<file path="src/rtl/cdb_broadcast.sv">
// rtl/cdb_broadcast.sv - Common Data Bus broadcaster: per-FU result buffers, round-robin pick of up to CDB_W per cycle
// Each cdb_packet slot is packed as {tag, value, valid} with valid in bit 0.
module cdb_broadcast #(
  parameter  int NUM_FU = 5,
  parameter  int CDB_W  = 3,
  parameter  int ROBLEN = 32,
  parameter  int XLEN   = 32,
  localparam int TAG_W  = $clog2(ROBLEN),
  localparam int PKT_W  = TAG_W + XLEN + 1
) (
  input  logic                              clock,
  input  logic                              reset,
  input  logic                              squash,
  input  logic [NUM_FU-1:0]                 fu_valid,
  input  logic [NUM_FU-1:0][TAG_W-1:0]      fu_tag,
  input  logic [NUM_FU-1:0][XLEN-1:0]       fu_value,
  output logic [NUM_FU-1:0]                 fu_ready,
  output logic [CDB_W-1:0][PKT_W-1:0]       cdb_packet
);

  localparam int PTR_W = $clog2(NUM_FU);
  localparam int CNT_W = $clog2(CDB_W + 1);

  logic [NUM_FU-1:0]             r_full;
  logic [NUM_FU-1:0][TAG_W-1:0]  r_tag;
  logic [NUM_FU-1:0][XLEN-1:0]   r_value;
  logic [PTR_W-1:0]              r_ptr;
  logic [CDB_W-1:0][PKT_W-1:0]   r_pkt;

  logic [NUM_FU-1:0]             w_grant;
  logic [NUM_FU-1:0]             w_accept;
  logic [CDB_W-1:0][PTR_W-1:0]   w_sel;
  logic [CDB_W-1:0]              w_slot_vld;
  logic [PTR_W-1:0]              w_next_ptr;
  logic [PTR_W:0]                w_idx;
  logic [CNT_W-1:0]              w_cnt;

  // Scan from the round-robin pointer; the k-th full buffer found feeds slot k.
  always_comb begin
    w_grant    = '0;
    w_sel      = '0;
    w_slot_vld = '0;
    w_next_ptr = r_ptr;
    w_cnt      = '0;
    w_idx      = '0;
    for (int k = 0; k < NUM_FU; k++) begin
      w_idx = {1'b0, r_ptr} + (PTR_W+1)'(k);
      if (w_idx >= (PTR_W+1)'(NUM_FU)) w_idx = w_idx - (PTR_W+1)'(NUM_FU);
      if (r_full[w_idx[PTR_W-1:0]] && (w_cnt < CNT_W'(CDB_W))) begin
        w_grant[w_idx[PTR_W-1:0]] = 1'b1;
        for (int s = 0; s < CDB_W; s++) begin
          if (w_cnt == CNT_W'(s)) begin
            w_sel[s]      = w_idx[PTR_W-1:0];
            w_slot_vld[s] = 1'b1;
          end
        end
        w_next_ptr = (w_idx[PTR_W-1:0] == PTR_W'(NUM_FU - 1)) ? '0 : w_idx[PTR_W-1:0] + PTR_W'(1);
        w_cnt      = w_cnt + CNT_W'(1);
      end
    end
  end

  assign fu_ready   = {NUM_FU{reset}} & (~r_full | w_grant);
  assign w_accept   = fu_valid & fu_ready & {NUM_FU{~squash}};
  assign cdb_packet = r_pkt;

  always_ff @(posedge clock or negedge reset) begin
    if (!reset) begin
      r_full  <= '0;
      r_tag   <= '0;
      r_value <= '0;
      r_ptr   <= '0;
      r_pkt   <= '0;
    end else if (squash) begin
      r_full <= '0;
      r_ptr  <= '0;
      r_pkt  <= '0;
    end else begin
      for (int s = 0; s < CDB_W; s++) begin
        r_pkt[s] <= w_slot_vld[s] ? {r_tag[w_sel[s]], r_value[w_sel[s]], 1'b1} : '0;
      end
      // A refill at the same edge as a grant keeps the buffer full with the new result.
      for (int i = 0; i < NUM_FU; i++) begin
        if (w_accept[i]) begin
          r_full[i]  <= 1'b1;
          r_tag[i]   <= fu_tag[i];
          r_value[i] <= fu_value[i];
        end else if (w_grant[i]) begin
          r_full[i] <= 1'b0;
        end
      end
      if (|w_grant) r_ptr <= w_next_ptr;
    end
  end

endmodule
</file>
<file path="config.mk">
export PLATFORM = sky130hd
export DESIGN_NAME = cdb_broadcast
export DESIGN_NICKNAME = d
export VERILOG_FILES = /design/src/rtl/cdb_broadcast.sv
export SDC_FILE = /design/constraint.sdc
export NUM_CORES = 1
export LEC_CHECK = 0
export ABC_AREA = 1
export BUFFER_PORTS_ARGS = -buffer_cell sky130_fd_sc_hd__buf_2
export CAP_MARGIN = 10
export CELL_PAD_IN_SITES_DETAIL_PLACEMENT = 1
export CELL_PAD_IN_SITES_GLOBAL_PLACEMENT = 1
export CORE_MARGIN = 8
export CORE_UTILIZATION = 44
export DETAILED_ROUTE_END_ITERATION = 8
export PLACE_DENSITY_LB_ADDON = 0.2
export SLEW_MARGIN = 20
export SYNTH_ARGS = -nofsm -noshare
export SYNTH_HDL_FRONTEND = slang
export SYNTH_SLANG_ARGS = --single-unit
</file>
<file path="constraint.sdc">
create_clock -name clock -period 10.1 [get_ports clock]
set_input_delay 2.02 -clock clock [delete_from_list [all_inputs] [get_ports clock]]
set_output_delay 2.02 -clock clock [all_outputs]
set_load 0.05 [all_outputs]
</file>
==> results of run 1 <==
cell families (layout without fill, tap and decap cells):
logic type,after synthesis,after routing
simple gates,1785,1785
buf+inv,316,516
flops,307,307
compound gates,305,305
fa+ha+maj,27,27
xor+xnor,5,5
layer usage:
metal | share of wire (%) | up-vias | track usage, %
met5 | 0 | - | 0
met4 | 4.1 | 0 | 15.36
met3 | 8.3 | 242 | 6.881
met2 | 47 | 1052 | 55.53
met1 | 41 | 10570 | 44.69
li1 | - | 9332 | -
stage by stage:
step | instance area (um2) | hold WS, ns | util, %
floorplan | 18940 | 0.4931 | -
global placement | 20480 | 0.5146 | 47.85
detailed placement | 20500 | 0.5272 | 47.92
CTS | 21790 | 0.5436 | 50.93
global route | 21820 | 0.5658 | 50.99
finish | 21820 | 0.5430 | 50.99
state kept, by name, summed over array words and instances (netlist names):
| signal | cells |
|---|---|
| r_value | 160 |
| cdb_packet | 114 |
| r_tag | 25 |
| r_ptr | 3 |
| r_full | 5 |
cell usage after synthesis, types with 2 or more instances:
library cell	count
sky130_fd_sc_hd__a21oi_1	122
sky130_fd_sc_hd__a31oi_1	2
sky130_fd_sc_hd__buf_1	7
sky130_fd_sc_hd__buf_2	88
sky130_fd_sc_hd__buf_4	45
sky130_fd_sc_hd__buf_6	8
sky130_fd_sc_hd__clkbuf_1	49
sky130_fd_sc_hd__clkbuf_2	5
sky130_fd_sc_hd__clkinv_1	2
sky130_fd_sc_hd__dfrtp_1	307
sky130_fd_sc_hd__fa_1	2
sky130_fd_sc_hd__ha_1	25
sky130_fd_sc_hd__inv_1	99
sky130_fd_sc_hd__inv_2	11
sky130_fd_sc_hd__inv_4	2
sky130_fd_sc_hd__nand2_1	1080
sky130_fd_sc_hd__nand2_2	17
sky130_fd_sc_hd__nand2_4	6
sky130_fd_sc_hd__nand3_1	612
sky130_fd_sc_hd__nand3_2	9
sky130_fd_sc_hd__nand3b_1	2
sky130_fd_sc_hd__nand4_1	9
sky130_fd_sc_hd__nor2_1	29
sky130_fd_sc_hd__nor2_4	2
sky130_fd_sc_hd__nor3_1	9
sky130_fd_sc_hd__nor3_4	3
sky130_fd_sc_hd__nor4_1	3
sky130_fd_sc_hd__o211ai_1	3
sky130_fd_sc_hd__o21ai_0	107
sky130_fd_sc_hd__o21ai_1	64
sky130_fd_sc_hd__o21ai_2	3
sky130_fd_sc_hd__xor2_1	2
final cells by class:
class / count / area [um2]
well taps: 546 / 683.2
flip-flops and latches: 307 / 7682
multi-input cells: 2122 / 9920
fillers: 5640 / 20970
inverters: 114 / 432.9
clock buffers: 49 / 1072
repair buffers: 339 / 1812
clock inverters: 14 / 215.2
worst reg2reg max path, delay by kind of cell, from the launching register on:
kind                     cells  cell delay, ns
buffers and inverters        7            2.18
flip-flops                   1            0.83
AO/OA/AOI/OAI                1            0.19
AND/OR/NAND/NOR             15            3.67
adder cells (fa/ha/maj)      5            1.95
final timing paths:
| path | to | from | cells past startpoint | slack (ns) |
|---|---|---|---|---|
| hold reg to reg | r_value[2] | r_value[2] | 2 | 0.54 |
| max in group asynchronous | r_value[132] | reset | 5 | 5.78 |
| setup reg to reg | cdb_packet[85] | r_ptr[0] | 28 | 1.20 |
| setup / recovery | cdb_packet[85] | r_ptr[0] | 28 | 1.20 |
| hold / removal | r_value[2] | r_value[2] | 2 | 0.54 |
| min in group asynchronous | r_value[121] | reset | 1 | 1.45 |
==> qor.yml, run 1 <==
global_route:
  grt_first_pass_wirelength_um: 134900
  track_usage_pct: 34.54
  overflow: 0
  grt_pass1_vias: 22500
  grt_antenna_before_repair: 1
  grt_start_max_net_pins: 83
floorplanning:
  num_rows: 76
  core-area_um2: 42790
  floorplan.io_pins: 312
  die_height_um: 223.5
  initial_utilization_pct: 44.26
  dieArea_um2: 49940
  fp.dieW_um: 223.5
worst_setup_path:
  crit_slowest_cell: "sky130_fd_sc_hd__inv_2"
  timing.setup.critical_path_class: "reg -> reg"
  max_stage_delay_ns: 1.07
  crit_path_frequent_cell: "sky130_fd_sc_hd__nand2_1"
  critPathTopFamily: "simple AND/OR/NAND/NOR gates"
  timing.critical_path.from_type: "register"
  cp-end-kind: "register"
  worstPathBufferInverterCount: 7
  worst_ep_required_time_ns: 10.57
  crit_arrival_ns: 9.37
  path_max_fanout: 75
synthesis:
  count_of_flip_flops_with_a_built_in_enable_after_synthesis: 0
  synth_compound_area_share_pct: 8.272
  synth_xor_xnor_area_share_pct: 0.3700
  ys_async_sr_fraction_pct: 100.0
  post_synth_instance_area_um2: 18940
  syn_inst: 2745
  synth-warning-count: 0
  synthesis.area_per_instance_um2: 6.899
  netlist.top_cell.by_area: "sky130_fd_sc_hd__dfrtp_1"
  synth.area.top_cells: "sky130_fd_sc_hd__dfrtp_1 41%, sky130_fd_sc_hd__nand2_1 21%, sky130_fd_sc_hd__nand3_1 16%"
  largest_family_of_logic_cells_by_synthesized_area: "simple AND/OR/NAND/NOR gates"
  synth_top_cell_area_share_pct: 40.57
  synth_simple_gate_area_share_pct: 40.82
  ys_seq_elements: 307
  yosysSeqAreaShare_pct: 40.57
  synth_fp_nets: 2965
  yosys.cell_types.count: 43
  synthFlopType: "sky130_fd_sc_hd__dfrtp_1"
  synth_fa_ha_area_share_pct: 1.863
  post_synth_mux_area_share_pct: 0
timing:
  fin_crit_sh_pct: 88.11
  grt_setup_unrepaired: "no"
  period_minus_slack_ns: 8.899
  final_critical_path_setup_slack_ns: 1.201
  fmax_mhz: 112.4
  setup_tns_final_ns: 0
  worst-slew-pin-transition_ns: 1.138
  fin_worst_skew_ns: 0.01550
  final_max_slew_viols: 0
  finalHoldViolCount: 0
  slew_headroom_pct: 24.12
  final-setup-viol-count: 0
placed_design:
  gp_routability_congestion: 0.8991
  buffers_added_on_ports: 311
  preCtsSetupSlack_ns: 1.525
  place_inst: 3427
  estimated_wirelength_of_the_detail_placed_design_um: 55110
detailed_routing:
  drt-wirelength-per-cell_um: 25.06
  drt_iter0_drc: 2242
  number_of_antenna_violating_nets_in_the_routed_design: 0
  vias_per_cell: 6.072
  drc: 0
  drt_pass1_iterations: 5
  routed-via-count: 21200
  wl_um: 87470
cts:
  clk_pin_slew_worst_paths_ns: 0.06
  cts_buffer_depth: 3
  post-cts-setup-buffer-count: 0
  cts_tree: "done"
  cts_made_buffers: 38
  clock_insertion_delay_worst_skew_ns: 0.57
  cts_resized: 0
  cts_hold_buf: 0
  clkSinkCount: 307
  cts-htree-levels: 2
  clock-root-buffer: "sky130_fd_sc_hd__clkbuf_16"
finish:
  nNetsFinal: 3142
  layout.cells.most_common: "sky130_fd_sc_hd__nand2_1"
  flow.area_growth_from_synthesis_pct: 15.20
  stdcell_count: 3491
  n_antenna_cell: 0
  post_route_cells_drive_above_1_share_pct: 16.16
  mostFrequentLayoutCells: "1072 x sky130_fd_sc_hd__nand2_1, 610 x sky130_fd_sc_hd__nand3_1, 309 x sky130_fd_sc_hd__buf_2"
flow_run:
  cap_viol_max_count: 0
run_status:
  status: "finished, final reports clean"
min_path:
  hp-class: "reg -> reg"
Power of run 1 is left out: the tool's default activity adds up to more than one toggle a clock period on the data nets, which glitch-free logic cannot reach.
==> run 2: changes to the inputs <==
Settings changed: ABC_AREA 1 to 0, CORE_UTILIZATION 44 to 48.
==> run 2 against run 1 <==
  * Cell area down 5.5%
  * Highest routed layer is now met5
  * Via count shrank 29%
  * Flip-flop and latch count is the same
  * Count of clock-buffer cells in the layout grew 1
==> qor.yml, run 2 <==
min_path:
  hp-class: "reg -> reg"
  worstHoldStart: "r_value[15]"
  holdPathStages: 1  # -1
  min_to: "r_value[15]"
finish:
  nNetsFinal: 2041  # -35%
  mostFrequentLayoutCells: "310 x sky130_fd_sc_hd__buf_2, 307 x sky130_fd_sc_hd__dfrtp_1, 122 x sky130_fd_sc_hd__mux2i_1"
  fillers: 3872  # -31%
  post_route_cells_drive_above_1_share_pct: 32.39  # +16 points
  flow.area_growth_from_synthesis_pct: 17.74
  regMostFlops: "r_value"
  area.sequential_um2: 7682  # unchanged
  largest_register_ff_count: 160  # unchanged
  multi_input_comb_area_um2: 8991  # -9.4%
  layout.cells.most_common: "sky130_fd_sc_hd__buf_2"
synthesis:
  synthesis.area_per_instance_um2: 11.32  # +64%
  synth-warning-count: 0  # unchanged
  ys_async_sr_fraction_pct: 100.0  # unchanged
  synth.area.top_cells: "sky130_fd_sc_hd__dfrtp_1 44%, sky130_fd_sc_hd__mux2i_1 7.0%, sky130_fd_sc_hd__mux2_2 6.6%"
  synth_top_cell_area_share_pct: 43.89  # +3.3 points
  synth_fp_nets: 1766  # -40%
  count_of_flip_flops_with_a_built_in_enable_after_synthesis: 0  # unchanged
  synthFlopType: "sky130_fd_sc_hd__dfrtp_1"
  syn_inst: 1546  # -44%
  netlist.top_cell.by_area: "sky130_fd_sc_hd__dfrtp_1"
  ys_seq_elements: 307  # unchanged
  yosysSeqAreaShare_pct: 43.89  # +3.3 points
  yosys.cell_types.count: 101  # +130%
  post_synth_instance_area_um2: 17500  # -7.6%
  synth.most_common_cell: "sky130_fd_sc_hd__dfrtp_1"
  synth_top_cells_by_count: "307 x sky130_fd_sc_hd__dfrtp_1, 123 x sky130_fd_sc_hd__mux2i_1, 102 x sky130_fd_sc_hd__mux2_2"
worst_setup_path:
  r2r-start: "r_ptr[0]"
  path_max_fanout: 28  # -63%
  reg2reg_depth: 26  # -7.1%
  timing.critical_path.from_type: "register"
  timing.setup.critical_path_class: "reg -> out"
  cp-end-kind: "output port"
  reg2reg_to: "cdb_packet[105]"
  worst_ep_required_time_ns: 8.08  # -2.49 ns
  crit_arrival_ns: 7.01  # -2.36 ns
  regToRegSetupSlack_ns: 2.26  # +1.06 ns
timing:
  fin_hold_ws_ns: 0.5471  # +0.004026 ns
  finalHoldViolCount: 0  # unchanged
  grt_setup_unrepaired: "no"
  final_max_slew_viols: 0  # unchanged
  period_minus_slack_ns: 9.030  # +0.1311 ns
  setup_tns_final_ns: 0  # unchanged
  fin_worst_skew_ns: 0.02145  # +0.005945 ns
  fmax_mhz: 110.7  # -1.5%
  final-setup-viol-count: 0  # unchanged
  fin_crit_sh_pct: 89.41  # +1.3 points
  worst-slew-pin-transition_ns: 1.181  # +0.04314 ns
  slew_headroom_pct: 21.25  # -2.9 points
cts:
  clk_pin_slew_worst_paths_ns: 0.06  # about the same
  cts_resized: 0  # unchanged
  clock-root-buffer: "sky130_fd_sc_hd__clkbuf_16"
  cts_made_buffers: 36  # -5.3%
  cts-htree-levels: 2  # unchanged
  cts_tree: "done"
  clkSinkCount: 307  # unchanged
  cts_buffer_depth: 3  # unchanged
  cts_hold_buf: 0  # unchanged
  clock_insertion_delay_worst_skew_ns: 0.56  # about the same
  post-cts-setup-buffer-count: 0  # unchanged
pwr:
  power.static_leakage_nw: 9.360
  worst_ir_drop_vdd_uv: 342.4
  powerDensity_nw_per_um2: 362.2
detailed_routing:
  drt-wirelength-per-cell_um: 29.32  # +17%
  wl_um: 67910  # -22%
  drc: 0  # unchanged
  drt_pass1_iterations: 5  # unchanged
  number_of_antenna_violating_nets_in_the_routed_design: 0  # unchanged
  vias_per_cell: 6.504  # +7.1%
  routed-via-count: 15060  # -29%
  drt_iter0_drc: 1115  # -50%
floorplanning:
  initial_utilization_pct: 48.27  # +4.0 points
  fp.dieW_um: 207.0  # -7.4%
  core-area_um2: 36260  # -15%
  num_rows: 70  # -7.9%
  die_height_um: 207.0  # -7.4%
  floorplan.io_pins: 312  # unchanged
  dieArea_um2: 42830  # -14%
global_route:
  grt_antenna_before_repair: 9  # +8
  grt_first_pass_wirelength_um: 101400  # -25%
  grt_start_max_net_pins: 142  # +71%
  overflow: 0  # unchanged
  grt_pass1_vias: 16270  # -28%
  track_usage_pct: 31.42  # -3.1 points
flow_run:
  cap_viol_max_count: 0  # unchanged
placed_design:
  estimated_wirelength_of_the_detail_placed_design_um: 43890  # -20%
  buffers_added_on_ports: 311  # unchanged
  gp_routability_congestion: 0.8825  # -1.8%
run_status:
  status: "finished, final reports clean"
[run 2: logic make-up (layout without fill, tap and decap cells)]
family / Yosys count / in the layout / share of synthesized area [%]
AO/OA/AOI/OAI: 398 / 398 / 16.94
multiplexers: 357 / 357 / 22.94
flip-flops: 307 / 307 / 43.89
AND/OR/NAND/NOR: 279 / 279 / 8.713
buffers and inverters: 175 / 472 / 5.354
adder cells (fa/ha/maj): 27 / 27 / 2.016
XOR/XNOR: 3 / 3 / 0.1501
other: 0 / 5 / 0
[run 2: cell type report]
cell class	instances	area share (%)
clock inverters	10	0.7528
multi-input cells	1064	43.63
inverters	60	1.093
repair buffers	352	9.337
clock buffers	50	5.015
diodes	5	0.06071
well taps	468	2.841
flip-flops and latches	307	37.28
[run 2: per-layer routing]
metal	vias up	global-route usage (%)	part of all wire [%]
met5	-	0	0.068
met2	744	50.60	47
met4	8	12.35	3.1
met1	7805	40.78	41
met3	152	7.163	8.3
li1	6355	-	-
[run 2: how the worst max path moves through the flow]
stage	startpoint	slack [ns]	cells after the start	endpoint
global placement	r_ptr[0]	2.02	23	fu_ready[4]
global route	r_ptr[0]	0.68	25	fu_ready[1]
detailed placement	r_ptr[0]	1.78	23	fu_ready[2]
CTS	r_ptr[0]	1.18	23	fu_ready[2]
floorplan	r_ptr[0]	1.63	27	fu_ready[4]
finish	r_ptr[0]	1.07	23	fu_ready[2]
[run 2: power breakdown]
group / internal, mW / switching, mW / leakage, nW
registers: 1.58 / 0.339 / 3.87
logic: 1.59 / 2.62 / 4.91
clock network: 0.794 / 0.541 / 0.588
total: 3.97 / 3.50 / 9.36
[run 2: critical path, cell delays in order (launching register included)]
cell and delay (ns):
sky130_fd_sc_hd__dfrtp_1 0.33, sky130_fd_sc_hd__buf_4 0.30, sky130_fd_sc_hd__inv_1 0.11, sky130_fd_sc_hd__ha_1 0.91
sky130_fd_sc_hd__inv_1 0.23, sky130_fd_sc_hd__o21ai_0 0.17, sky130_fd_sc_hd__nand3_1 0.21, sky130_fd_sc_hd__a21oi_1 0.36
sky130_fd_sc_hd__a211oi_2 0.05, sky130_fd_sc_hd__buf_4 0.18, sky130_fd_sc_hd__inv_1 0.09, sky130_fd_sc_hd__ha_1 0.24
sky130_fd_sc_hd__nand2_1 0.23, sky130_fd_sc_hd__a21boi_1 0.20, sky130_fd_sc_hd__buf_4 0.17, sky130_fd_sc_hd__inv_1 0.09
sky130_fd_sc_hd__fa_1 0.58, sky130_fd_sc_hd__inv_1 0.13, sky130_fd_sc_hd__ha_1 0.31, sky130_fd_sc_hd__a2111oi_0 0.67
sky130_fd_sc_hd__a211oi_1 0.24, sky130_fd_sc_hd__o311ai_2 0.20, sky130_fd_sc_hd__and2_1 0.19, sky130_fd_sc_hd__buf_2 0.26
[run 2: stage by stage]
stage	setup WS [ns]	area [um2]	instances	total power, mW	utilization [%]
floorplan	1.631	17500	1546	4.904	-
detailed placement	1.784	19410	2251	6.036	53.53
finish	1.070	20610	2316	7.466	56.84
global placement	2.023	19410	2251	5.909	53.53
CTS	1.179	20600	2311	7.417	56.80
global route	0.6840	20600	2314	7.802	56.83
(Power assumes the default switching activity.)
==> run 3: changes to the inputs <==
Settings changed: PLACE_DENSITY_LB_ADDON 0.2 to 0.1.
==> run 3 against run 2 <==
  * Maximum frequency shrank 2.8%
  * Cell area down 0.33%
  * Final cell count hardly changed
  * Power is 1.0% lower
  * Largest cell class unchanged
  * Largest power group unchanged
  * Via count is 1.6% lower
==> qor.yml, run 3 (synthesis gave the netlist of run 2 again) <==
run_status:
  status: "finished, final reports clean"
worst_setup_path:
  timing.setup.critical_path_class: "reg -> out"
  crit_arrival_ns: 7.27  # +0.26 ns
  critPathTopFamily: "adder cells"
  max_stage_delay_ns: 0.97  # +0.06 ns
  path_max_fanout: 26  # -7.1%
  crit_path_frequent_cell: "sky130_fd_sc_hd__inv_1"
  cp-end-kind: "output port"
  timing.critical_path.from_type: "register"
  crit_slowest_cell: "sky130_fd_sc_hd__ha_1"
  regToRegSetupSlack_ns: 1.94  # -0.32 ns
  reg2reg_depth: 25  # -3.8%
  worstPathBufferInverterCount: 8  # -1
  worstPathCellList: "inv_1 -> ha_1 -> inv_1 -> o21ai_0 -> nand3_1 -> a21oi_1 -> a211oi_2 -> buf_4 -> inv_1 -> ha_1 -> nand2_1 -> a21boi_1 -> buf_4 -> inv_1 -> fa_1 -> inv_1 -> ha_1 -> a311oi_2 -> a31oi_1 -> and2_1 -> a311o_1 -> and2_1 -> buf_2"
  reg2reg_to: "cdb_packet[97]"
  r2r-start: "r_ptr[1]"
  worst_ep_required_time_ns: 8.08  # about the same
timing:
  setup_tns_final_ns: 0  # unchanged
  fin_crit_sh_pct: 91.96  # +2.6 points
  worst-slew-pin-transition_ns: 1.091  # -0.09019 ns
  finalHoldViolCount: 0  # unchanged
  period_minus_slack_ns: 9.288  # +0.2583 ns
  fin_worst_skew_ns: 0.02300  # +0.001548 ns
  slew_headroom_pct: 27.26  # +6.0 points
  grt_setup_unrepaired: "no"
  fmax_mhz: 107.7  # -2.8%
  fin_hold_ws_ns: 0.5470  # -0.00007100 ns
  final-setup-viol-count: 0  # unchanged
  final_max_slew_viols: 0  # unchanged
placed_design:
  buffers_added_on_ports: 311  # unchanged
  postPlaceCellArea_um2: 19350  # -0.30%
  estimated_wirelength_of_the_detail_placed_design_um: 43280  # -1.4%
  gp_routability_congestion: 0.8934  # +1.2%
cts:
  clock-root-buffer: "sky130_fd_sc_hd__clkbuf_16"
  clkSinkCount: 307  # unchanged
  cts_made_buffers: 36  # unchanged
  clk_pin_slew_worst_paths_ns: 0.06  # about the same
  cts-htree-levels: 2  # unchanged
  post-cts-setup-buffer-count: 0  # unchanged
  cts_hold_buf: 0  # unchanged
  clock_insertion_delay_worst_skew_ns: 0.57  # about the same
  cts_tree: "done"
  cts_buffer_depth: 3  # unchanged
  cts_resized: 0  # unchanged
global_route:
  grt_start_max_net_pins: 100  # -30%
  overflow: 0  # unchanged
  track_usage_pct: 31.13  # -0.29 points
  grt_antenna_before_repair: 13  # +4
  grt_pass1_vias: 16040  # -1.4%
  grt_first_pass_wirelength_um: 100000  # -1.3%
detailed_routing:
  drt_pass1_iterations: 5  # unchanged
  drt-wirelength-per-cell_um: 28.98  # -1.2%
  wl_um: 67090  # -1.2%
  drc: 0  # unchanged
  vias_per_cell: 6.406  # -1.5%
  routed-via-count: 14830  # -1.6%
  number_of_antenna_violating_nets_in_the_routed_design: 0  # unchanged
  drt_iter0_drc: 1169  # +4.8%
min_path:
  worstHoldStart: "r_value[38]"
  hp-class: "reg -> reg"
  holdPathStages: 1  # unchanged
  min_to: "r_value[38]"
finish:
  post-route-cell-area_um2: 20540  # -0.33%
  post_route_cells_drive_above_1_share_pct: 32.27  # -0.13 points
  mostFrequentLayoutCells: "310 x sky130_fd_sc_hd__buf_2, 307 x sky130_fd_sc_hd__dfrtp_1, 122 x sky130_fd_sc_hd__mux2i_1"
  largest_register_ff_count: 160  # unchanged
  regMostFlops: "r_value"
  nNetsFinal: 2035  # -0.29%
  flow.area_growth_from_synthesis_pct: 17.36
  layout.cells.most_common: "sky130_fd_sc_hd__buf_2"
  fillers: 3927  # +1.4%
pwr:
  worst_ir_drop_vdd_uv: 336.7  # -1.7%
  power.static_leakage_nw: 9.320  # -0.43%
  powerDensity_nw_per_um2: 359.8  # -0.68%
floorplanning:
  num_rows: 70  # unchanged
  fp.dieW_um: 207.0  # unchanged
  floorplan.io_pins: 312  # unchanged
  initial_utilization_pct: 48.27  # unchanged
  core-area_um2: 36260  # unchanged
  die_height_um: 207.0  # unchanged
  dieArea_um2: 42830  # unchanged
flow_run:
  cap_viol_max_count: 0  # unchanged
==> run 3: changes by cell type in the layout (fill, tap and decap cells not counted), sizes merged <==
cell | previous run | this run
clkinv | 7 | 10
inv | 60 | 61
diode | 5 | 6
clkbuf | 50 | 52
bufinv | 3 | 1
buf | 352 | 346
==> run 3: worst max-delay path by stage <==
stage | startpoint | to | slack [ns] | depth (start not counted)
floorplan | r_ptr[0] | fu_ready[4] | 1.63 | 27
global placement | r_ptr[1] | fu_ready[4] | 1.81 | 22
detailed placement | r_ptr[1] | fu_ready[4] | 1.47 | 23
CTS | r_ptr[1] | fu_ready[4] | 0.86 | 23
global route | r_ptr[1] | fu_ready[4] | 0.34 | 23
finish | r_ptr[1] | fu_ready[4] | 0.81 | 23
==> run 3: stage by stage <==
stage / power (mW) / utilization (%) / setup WS, ns / std cells
after floorplan: 4.904 / - / 1.631 / 1546
after global placement: 5.917 / 53.37 / 1.805 / 2245
after detailed placement: 6.020 / 53.37 / 1.472 / 2245
after CTS: 7.356 / 56.61 / 0.8601 / 2309
after global routing: 7.749 / 56.65 / 0.3442 / 2315
final: 7.390 / 56.65 / 0.8116 / 2315
==> run 3: routing by layer <==
layer | vias to the layer above | routed length (um) | track usage, %
met2 | 641 | 30960 | 48.77
met4 | 14 | 2382 | 13.14
li1 | 6333 | - | -
met5 | - | 96 | 0
met3 | 159 | 5630 | 8.552
met1 | 7682 | 28020 | 40.28
==> run 3: worst reg2reg max path, stage by stage (launching register included) <==
cell,delay (ns)
sky130_fd_sc_hd__dfrtp_1,0.68
sky130_fd_sc_hd__inv_1,0.24
sky130_fd_sc_hd__ha_1,0.97
sky130_fd_sc_hd__inv_1,0.21
sky130_fd_sc_hd__o21ai_0,0.18
sky130_fd_sc_hd__nand3_1,0.25
sky130_fd_sc_hd__a21oi_1,0.37
sky130_fd_sc_hd__a211oi_2,0.06
sky130_fd_sc_hd__buf_4,0.19
sky130_fd_sc_hd__inv_1,0.08
sky130_fd_sc_hd__ha_1,0.23
sky130_fd_sc_hd__nand2_1,0.22
sky130_fd_sc_hd__a21boi_1,0.21
sky130_fd_sc_hd__buf_4,0.19
sky130_fd_sc_hd__inv_1,0.10
sky130_fd_sc_hd__fa_1,0.58
sky130_fd_sc_hd__inv_1,0.13
sky130_fd_sc_hd__ha_1,0.32
sky130_fd_sc_hd__a311o_1,0.33
sky130_fd_sc_hd__buf_4,0.19
sky130_fd_sc_hd__or4_1,0.57
sky130_fd_sc_hd__and3_4,0.44
sky130_fd_sc_hd__nor2_8,0.57
sky130_fd_sc_hd__buf_4,0.33
sky130_fd_sc_hd__mux2i_1,0.25
sky130_fd_sc_hd__o221ai_1,0.13
==> run 3: layout make-up <==
class                      count  area, um2  area share [%]
multi-input combinational   1064       8991           43.77
sequential                   307       7682           37.40
timing repair buffer         346       1867           9.088
clock buffer                  52       1051           5.116
tap                          468      585.6           2.851
inverter                      60      225.2           1.096
clock inverter                12      125.1          0.6091
antenna                        6      15.01         0.07309
==> run 3: power by group <==
part           total (mW)  leakage [nW]  internal (mW)  switching (mW)
Combinational        4.17          4.87           1.58            2.59
Sequential           1.92          3.87           1.58           0.338
Clock                1.30         0.583          0.756           0.545
Total                7.39          9.32           3.91            3.48
